**config.mk**
```make
export PLATFORM = sky130hd
export DESIGN_NAME = memory_reader
export DESIGN_NICKNAME = d
export VERILOG_FILES = /design/src/rtl/memory_reader.sv
export SDC_FILE = /design/constraint.sdc
export NUM_CORES = 1
export LEC_CHECK = 0
export CAP_MARGIN = 15
export CORE_UTILIZATION = 24
export CTS_CLUSTER_DIAMETER = 150
export CTS_CLUSTER_SIZE = 20
export DETAILED_ROUTE_END_ITERATION = 8
export PLACE_DENSITY = 0.51
export SETUP_SLACK_MARGIN = 0.2
export SYNTH_ARGS = -nofsm -noshare
export SYNTH_HDL_FRONTEND = slang
export SYNTH_SLANG_ARGS = --single-unit
```
**constraint.sdc**
```tcl
create_clock -name clk -period 5.3 [get_ports clk]
set_clock_uncertainty 0.1 [all_clocks]
set_input_delay 1.06 -clock clk [delete_from_list [all_inputs] [get_ports clk]]
set_output_delay 1.06 -clock clk [all_outputs]
set_load 0.01 [all_outputs]
```
**src/rtl/memory_reader.sv**
```systemverilog
// memory_reader: turns a (start address, length) burst command into memory reads.
// The returned words leave in order through a 2-entry FIFO, with a last-word flag on the final one.
`default_nettype none

module memory_reader #(
  parameter  int WIDTH = 16,
  parameter  int DEPTH = 256,
  localparam int AW    = $clog2(DEPTH)
) (
  input  logic             clk,
  input  logic             rst,
  input  logic             cmd_stb,
  input  logic [AW-1:0]    cmd_addr,
  input  logic [AW:0]      cmd_len,
  output logic             cmd_rdy,
  output logic             ar_stb,
  output logic [AW-1:0]    ar_dat,
  input  logic             ar_rdy,
  input  logic             r_stb,
  input  logic [WIDTH-1:0] r_dat,
  output logic             r_rdy,
  output logic             out_stb,
  output logic [WIDTH-1:0] out_dat,
  output logic             out_last,
  input  logic             out_rdy,
  output logic             busy
);

  typedef enum logic [1:0] {
    IDLE  = 2'd0,
    ISSUE = 2'd1,
    DRAIN = 2'd2
  } state_t;

  localparam logic [AW-1:0] ADDR_MAX = AW'(DEPTH - 1);
  localparam logic [AW:0]   CNT_ONE  = (AW + 1)'(1);

  state_t           state;
  logic [AW-1:0]    addr;
  logic [AW:0]      issue_cnt;
  logic [AW:0]      resp_cnt;
  logic [WIDTH-1:0] fifo_dat [2];
  logic [1:0]       fifo_last;
  logic             rd_ptr;
  logic             wr_ptr;
  logic [1:0]       count;

  logic fifo_full;
  logic push;
  logic pop;

  assign fifo_full = count[1];
  assign push      = r_stb & r_rdy;
  assign pop       = out_stb & out_rdy;

  assign cmd_rdy  = (state == IDLE);
  assign busy     = (state != IDLE);
  assign ar_stb   = (state == ISSUE);
  assign ar_dat   = addr;
  // IDLE refuses responses so nothing stale from before a reset can enter the FIFO.
  assign r_rdy    = (state != IDLE) & ~fifo_full;
  assign out_stb  = (count != 2'd0);
  assign out_dat  = fifo_dat[rd_ptr];
  assign out_last = fifo_last[rd_ptr] & out_stb;

  always_ff @(posedge clk or negedge rst) begin
    if (!rst) begin
      state       <= IDLE;
      addr        <= '0;
      issue_cnt   <= '0;
      resp_cnt    <= '0;
      fifo_dat[0] <= '0;
      fifo_dat[1] <= '0;
      fifo_last   <= '0;
      rd_ptr      <= 1'b0;
      wr_ptr      <= 1'b0;
      count       <= 2'd0;
    end else begin
      case (state)
        IDLE: begin
          if (cmd_stb && (cmd_len != '0)) begin
            addr      <= cmd_addr;
            issue_cnt <= cmd_len;
            resp_cnt  <= cmd_len;
            state     <= ISSUE;
          end
        end
        ISSUE: begin
          if (ar_rdy) begin
            addr      <= (addr == ADDR_MAX) ? '0 : addr + 1'b1;
            issue_cnt <= issue_cnt - 1'b1;
            if (issue_cnt == CNT_ONE) begin
              state <= DRAIN;
            end
          end
        end
        DRAIN: begin
        end
        default: state <= IDLE;
      endcase

      if (push) begin
        fifo_dat[wr_ptr]  <= r_dat;
        fifo_last[wr_ptr] <= (resp_cnt == CNT_ONE);
        wr_ptr            <= ~wr_ptr;
        resp_cnt          <= resp_cnt - 1'b1;
      end

      // The final word can only leave after every address went out, so this never races ISSUE.
      if (pop) begin
        rd_ptr <= ~rd_ptr;
        if (out_last) begin
          state <= IDLE;
        end
      end

      case ({push, pop})
        2'b10:   count <= count + 2'd1;
        2'b01:   count <= count - 2'd1;
        default: count <= count;
      endcase
    end
  end

endmodule

`default_nettype wire

```
==> results of run 1 <==
[final cells by class]
class / instances / area share, %
sequential: 66 / 35.6
multi-input combinational: 214 / 36.8
clock inverter: 1 / 0.648
inverter: 12 / 0.972
timing repair buffer: 70 / 14.9
clock buffer: 15 / 6.21
tap: 180 / 4.86
[worst max-delay path, delay by kind of cell (launching register included)]
kind / cells / cell delay, ns
buffers and inverters: 3 / 1.39
DFF: 1 / 0.43
and+or+nand+nor: 1 / 0.18
[per-layer routing]
layer / routed length, um / up-vias
li1: - / 1275
met1: 4180 / 1297
met2: 3930 / 54
met3: 327 / 12
met4: 150 / 0
met5: 0 / -
[synth_stat cells (all sizes together), types with 9 or more instances]
cell type  instances  share of area [%]
dfrtp             66                 47
mux2              51                 17
nand2             24                2.8
nor2              14                2.0
inv               12                1.3
a21oi             10                1.4
buf               10                2.0
nand3             10                1.4
o21ai             10                1.5
o22ai              9                1.8
[power by group through the flow]
stage	Sequential [uW]	Clock, uW	Combinational (uW)
2_1_floorplan	902	0	793
3_3_place_gp	963	0	1190
3_5_place_dp	975	0	1200
4_1_cts	970	642	1210
5_1_grt	1010	664	1310
6_report	965	625	1190
[stage by stage]
step,cell area [sq um],utilization [%]
floorplan,3500,-
global placement,4320,30.7
detailed placement,4320,30.7
CTS,4640,33.0
global route,4640,33.0
finish,4640,33.0
[registers in the layout, indices dropped and copies added (netlist names)]
signal and flops:
ar_dat 8, count 2, fifo_dat 32, fifo_last 2
issue_cnt 9, rd_ptr 1, resp_cnt 9, state 2
wr_ptr 1
[worst max-delay path by stage]
| stage | start | end | slack (ns) |
|---|---|---|---|
| after floorplan | cmd_len[2] | ar_dat[0] | 2.59 |
| after detailed placement | cmd_stb | issue_cnt[4] | 1.49 |
| after global routing | cmd_stb | issue_cnt[4] | 1.62 |
| after global placement | cmd_stb | issue_cnt[4] | 1.52 |
| after CTS | state[1] | ar_stb | 1.81 |
| final | state[1] | ar_stb | 1.81 |
[cell families (layout without fill, tap and decap cells)]
| group | count (synthesis) | in the layout |
|---|---|---|
| fa+ha+maj | 6 | 6 |
| flops | 66 | 66 |
| buf+inv | 28 | 98 |
| simple gates | 82 | 82 |
| compound gates | 67 | 67 |
| xor+xnor | 5 | 5 |
| mux | 54 | 54 |
==> reports/results.ini, run 1 <==
[clocking]
clock_sinks = 66
postCtsSetupRepairBufs = 0
clk_pin_slew_ns = 0.05
htree_levels = 3
cts_tree = built
root_buffer = clkbuf_16
clockBufferDepth = 2
cts_made_buffers = 9
post_cts_resize_count = 0
clock_latency_ns = 0.33
cts.hold.buffers_added = 0

[sta]
final.setup.tns_ns = 0
fmax_mhz = 286
tightest_slew_ns = 1.01
hold_viol = 0
whs_ns = 0.398
setup_viol = 0
slew_viol_final = 0
rsz0062_at_grt = false
fin_crit_ns = 3.49
maxSlewHeadroom_pct = 32.3
finalCritPeriodShare_pct = 65.9
setup_ws_ns = 1.81

[pwr]
intPower_uw = 1860
p_leak_uw = 0.00186
pwr_density_cell_nw_per_um2 = 599
p_sw_share_pct = 33.1
max-vdd-ir-drop_mv = 0.269
p_comb_share_pct = 42.7
finalPower_uw = 2780
seqPwrFrac_pct = 34.8
clock_power_share_pct = 22.5
switchingPower_uw = 920

[outcome]
status = complete, no violations

[layout]
layout_commonest_cell = clkdlybuf4s50_1
area_growth_pct = 32.6
diodes = 0
fin_nets = 418
final_cell_mix = clkdlybuf4s50_1 (67), dfrtp_1 (66), mux2_2 (50), nand2_1 (23)
multi_input_area_sq_um = 1710
final_layout_size_suffix_gt1_share_pct = 22.5
regArea_sq_um = 1650
final_cells = 558
fillers = 1429

[worst_setup_path]
cpMaxStageDelayCell = clkdlybuf4s50_1
rrSetupSlack_ns = 2.39
worst_path_largest_cell_delay_ns = 0.66
r2r_cells = 6
required_ns = 4.14
r2r-start = state[1]
path_cells = nand2b_1 -> buf_4 -> inv_1 -> clkdlybuf4s50_1
arrival_ns = 2.33
worstSetupEndpointType = output pin
r2r-end = issue_cnt[4]
startpoint_type = flop
crit_type = flop to output pin
worstPathMaxFanout = 29

[grt]
grt_max_degree = 40
grt_pass1_wl_mm = 14.4
grt.overflow.total = 0
antenna_found_initial = 0
grt_use_met2_pct = 18.8
use_met3_pct = 2.83
grt_use_met1_pct = 17.4
track_usage_pct = 12.6
top_usage_layer = met2
grt_pass1_vias = 2781

[route]
ant_nets = 0
vias = 2638
wl_per_cell_um = 15.4
via_per_inst = 4.73
drt_iter0_markers = 112
finalWirelength_mm = 8.59
firstDrtPassIters = 4
drc = 0

[synthesis]
synth_edf_count = 0
syn-num-nets = 353
synthFlopType = dfrtp_1
synthArstFlopShare_pct = 100
yosysWarnings = 0
synth_top_family_by_area = multiplexers
ys_types = 66
synth_cells = 308
avgSynthCellArea_sq_um = 11.4
synth_xor_area_share_pct = 1.25
muxShareOfSynthArea_pct = 17.4
syn-cell-area_sq_um = 3500
synth_seq_cells = 66
synth-simple-area-share_pct = 13.0
yosysSeqAreaShare_pct = 47.2
synth_compound_area_share_pct = 15.0
synth_fa_ha_area_share_pct = 2.15

[placement]
place.gp.congestion = 0.743
numPlacedInstances = 542
hpwl_mm = 6.00
io_buffers = 68
dp_slack_ns = 1.49

[floorplanning]
dieArea_sq_um = 15100
core_area_sq_um = 14000
num_rows = 43
fp.dieW_um = 123
start_util_pct = 24.9
die_h_um = 123
ios = 69

[hold_path]
min_path_cells = 1
min_path_type = flop to flop
min-delay-start = fifo_dat[12]
whs_endpoint = fifo_dat[12]

[job]
cap_viol_max_count = 0

Note: power is estimated with default switching activity, not from simulation.
==> run 2, diff against run 1 <==
clock period = 3.4 ns   (was 5.3 ns; I/O delays follow)
==> reports/results.ini, run 2 (synthesis gave the netlist of run 1 again) <==
[grt]
grt_max_degree = 38
track_usage_pct = 12.5
grt.overflow.total = 0
grt_pass1_vias = 2792
grt_pass1_wl_mm = 14.3
antenna_found_initial = 0

[worst_setup_path]
worst_path_largest_cell_delay_ns = 0.67
worstSetupEndpointType = flop
required_ns = 3.50
cpMaxStageDelayCell = o41a_1
path_cells = clkdlybuf4s50_1 -> or4_4 -> o41a_1 -> buf_4 -> nor3_2 -> a211oi_2
crit_type = input port to flop
arrival_ns = 2.91
startpoint_type = input port
rrSetupSlack_ns = 1.11
worstPathMaxFanout = 15

[layout]
max_flop_register = fifo_dat
final_cell_mix = clkdlybuf4s50_1 (67), dfrtp_1 (66), mux2_2 (50), nand2_1 (23)
diodes = 0
layout_commonest_cell = clkdlybuf4s50_1
final_layout_size_suffix_gt1_share_pct = 24.2
largest_register_ffs = 32
reg_top3 = fifo_dat (32), issue_cnt (9), resp_cnt (9)
area_growth_pct = 33.4
postLayoutCoreUtil_pct = 33.2
fin_nets = 426

[floorplanning]
num_rows = 43
die_h_um = 123
ios = 69
fp.dieW_um = 123
core_area_sq_um = 14000
dieArea_sq_um = 15100
start_util_pct = 24.9

[pwr]
p_leak_uw = 0.00188
finalPower_uw = 4240
pwr_density_cell_nw_per_um2 = 910
max-vdd-ir-drop_mv = 0.303

[placement]
hpwl_mm = 6.25
io_buffers = 68
dp_slack_ns = 0.266
place.gp.congestion = 0.764

[clocking]
clk_pin_slew_ns = 0.05
cts.hold.buffers_added = 0
clockBufferDepth = 2
clock_sinks = 66
cts_tree = built
root_buffer = clkbuf_16
cts_made_buffers = 9
clock_latency_ns = 0.32
htree_levels = 3
postCtsSetupRepairBufs = 0
post_cts_resize_count = 0

[route]
finalWirelength_mm = 8.67
drt_iter0_markers = 203
vias = 2692
drc = 0
wl_per_cell_um = 15.4
via_per_inst = 4.76
firstDrtPassIters = 4
ant_nets = 0

[job]
cap_viol_max_count = 0

[sta]
setup_ws_ns = 0.590
fin_crit_ns = 2.81
slew_viol_final = 0
finalCritPeriodShare_pct = 82.6
tightest_slew_ns = 0.904
final.setup.tns_ns = 0
hold_viol = 0
setup_viol = 0
rsz0062_at_grt = false
maxSlewHeadroom_pct = 39.8
fmax_mhz = 356

[outcome]
status = complete, no violations

[hold_path]
min_path_type = input port to asynchronous set/reset pin

## run 2: path summary, 6_finish.rpt
| check | from | endpoint | cells past startpoint |
|---|---|---|---|
| max in group asynchronous | rst | fifo_dat[9] | 2 |
| setup / recovery | cmd_len[1] | resp_cnt[1] | 6 |
| hold reg to reg | fifo_dat[4] | fifo_dat[4] | 1 |
| setup reg to reg | state[1] | issue_cnt[0] | 6 |
| hold / removal | rst | ar_dat[5] | 1 |
| min in group clk | fifo_dat[4] | fifo_dat[4] | 1 |
## run 2: cell type report
type	count	area, sq um
Sequential cell	66	1650
Inverter	12	45.0
Multi-Input combinational cell	214	1710
Tap cell	180	225
Clock inverter	3	15.0
Fill cell	1426	9380
Clock buffer	12	256
Timing Repair Buffer	78	763
## run 2: metal layers
metal / routed length [um] / global-route usage (%) / vias to the layer above
li1: - / - / 1296
met1: 4160 / 17.4 / 1323
met2: 4030 / 18.9 / 65
met3: 385 / 3.02 / 8
met4: 95 / 3.66 / 0
met5: 0 / 0 / -
## run 2: where the power goes
part | switching, uW | total [uW] | internal, uW
Sequential | 301 | 1470 | 1170
Clock | 320 | 845 | 525
Combinational | 823 | 1930 | 1100
## run 2: through the flow
step / std cells / cell area (sq um) / hold WS (ns)
after floorplan: 308 / 3500 / 0.284
after global placement: 550 / 4390 / 0.382
after detailed placement: 550 / 4390 / 0.384
after CTS: 565 / 4660 / 0.403
after global routing: 565 / 4660 / 0.414
final: 565 / 4660 / 0.381
## run 2: critical path: cells and delay by family
| kind | cells | cell delay, ns |
|---|---|---|
| buffers and inverters | 2 | 0.77 |
| AND/OR/NAND/NOR | 2 | 0.73 |
| AO/OA/AOI/OAI | 2 | 0.71 |
==> variant, RTL diff (config.mk and constraints of run 1) <==
The 3 states of `state_t` get a one-hot encoding in 3 bits.
--- a/src/rtl/memory_reader.sv
+++ b/src/rtl/memory_reader.sv
@@ -26,10 +26,10 @@
   output logic             busy
 );
 
-  typedef enum logic [1:0] {
-    IDLE  = 2'd0,
-    ISSUE = 2'd1,
-    DRAIN = 2'd2
+  typedef enum logic [2:0] {
+    IDLE  = 3'b001,
+    ISSUE = 3'b010,
+    DRAIN = 3'b100
   } state_t;
 
   localparam logic [AW-1:0] ADDR_MAX = AW'(DEPTH - 1);
Function: no difference found for any inputs over 4 cycles, from zero or initial values and one cycle with rst low; so few cycles prove little.
==> variant against run 1 <==
Register-to-register slack improved by 0.17 ns; fmax decreased by 4.0%; cell area increased by 1.1%; power increased by 2.4%; highest routed layer unchanged; setup slack got worse by 0.15 ns; synthesized area increased by 1.5%; sequential cell count increased by 1; core utilization decreased by 0.65 points; wire length increased by 3.7%.
==> variant: results (changes against run 1) <==
Placement
The placed wire-length estimate is 6100 um (+1.6%). The cell count after placement is 554 (+2.2%). The final weighted congestion of routability-driven global placement is 0.804 (+8.1%).

Critical path
The slowest stage cell on the critical path is sky130_fd_sc_hd__or3b_2. The terminus of the critical flop-to-flop path is issue_cnt[6]$_DFFE_PN0P_. The worst reg2reg path depth is 5 (-1). The endpoint arrival time on the critical path is 2.48 ns (+0.15 ns). The beginning of the critical path is state[2]$_DFF_PN0_.

The worst stage delay on the critical path is 0.75 ns (+0.09 ns).

Logic synthesis
After synthesis, the cell types taking the most area are sky130_fd_sc_hd__dfrtp_1, sky130_fd_sc_hd__mux2_2, sky130_fd_sc_hd__mux2_4. The mux share of post-synthesis cell area is 18.0% (+0.60 points). The sequential cell area fraction in the yosys report is 47.3% (+0.057 points). The fraction of the mapped netlist area in adder cells came to 2.12% (-0.031 points). The share of the synthesized netlist area taken by xor and xnor gates was 1.23% (-0.018 points). The number of different library cells in the post-synthesis netlist was 54 (-18%). The number of instances in the synthesized netlist is 317 (+2.9%). Counting instances in the post-synthesis netlist gives the leading cell types as sky130_fd_sc_hd__dfrtp_1, sky130_fd_sc_hd__mux2_2, sky130_fd_sc_hd__nor2_1. The total nets after synthesis was 362 (+2.5%). The area fraction in compound gates after synthesis came to 13.7% (-1.3 points).

Pwr
The clock network power share was 22.2% (-0.3 points). The overall power after layout is 2.84 mW (+2.4%). The maximum vdd ir drop is 0.000187 V (-31%).

Route
The detailed-route via count is 2741 (+3.9%). The met2 wire length is 3900 um (-0.79%). The detailed-route wire length on metal 1 is 4170 um (-0.34%). The detailed route wirelength on metal3 came to 729 um (+120%). The wire length after detailed routing is 8910 um (+3.7%).

Finish
The number of nets in the layout is 426 (+1.9%). The number of standard cells in the layout, taps in and fillers out was 569 (+2.0%). The final-layout fill cell count was 1478 (+3.4%).

Timing
The peak clock frequency supported by timing is 275 MHz (-4.0%). The worst hold slack was 0.385 ns (-0.0129 ns). The transition time of the tightest slew-check pin is 0.987 ns (-0.0274 ns).

Min path
The worst hold path terminates at fifo_last[1]$_DFFE_PN0P_. The count of cells along the worst hold path is 2 (+1). The critical hold path startpoint is fifo_last[1]$_DFFE_PN0P_.

Global routing
The met2 global-route usage is 18.6% (-0.14 points). The via count of the first global-routing pass is 2751 (-1.1%). The combined global-route utilization of all metal layers came to 12.4% (-0.23 points). The pin count of the biggest net entering global routing came to 68 (+70%). The wire length of the first global-routing pass is 14300 um (-0.77%).

Run status
The flow ran to the end, and the final reports show no timing, DRC or antenna violations.
==> variant: changes by cell type in the layout (fill, tap and decap cells not counted), sizes merged, moves of 4 or more <==
cell,before,now
a22oi,3,8
clkbuf,15,10
nand2,24,16
nor2,14,19
or3,5,1
==> variant: per-stage QoR <==
stage | instance area [sq um] | util (%)
final | 4690 | 32.4
after global routing | 4690 | 32.4
after CTS | 4690 | 32.4
after detailed placement | 4380 | 30.2
after global placement | 4360 | 30.1
after floorplan | 3550 | -
==> variant: critical path: cells and delay by family, from the launching register on <==
| family | cells | cell delay, ns |
|---|---|---|
| buffers and inverters | 2 | 0.98 |
| AND/OR/NAND/NOR | 1 | 0.75 |
| flip-flops | 1 | 0.41 |
==> variant: cell type report <==
| cell class | count | area share [%] |
|---|---|---|
| multi-input cells | 219 | 36.7 |
| flip-flops and latches | 67 | 35.8 |
| repair buffers | 70 | 14.9 |
| well taps | 184 | 4.91 |
| clock buffers | 10 | 4.89 |
| clock inverters | 5 | 1.68 |
| inverters | 14 | 1.12 |
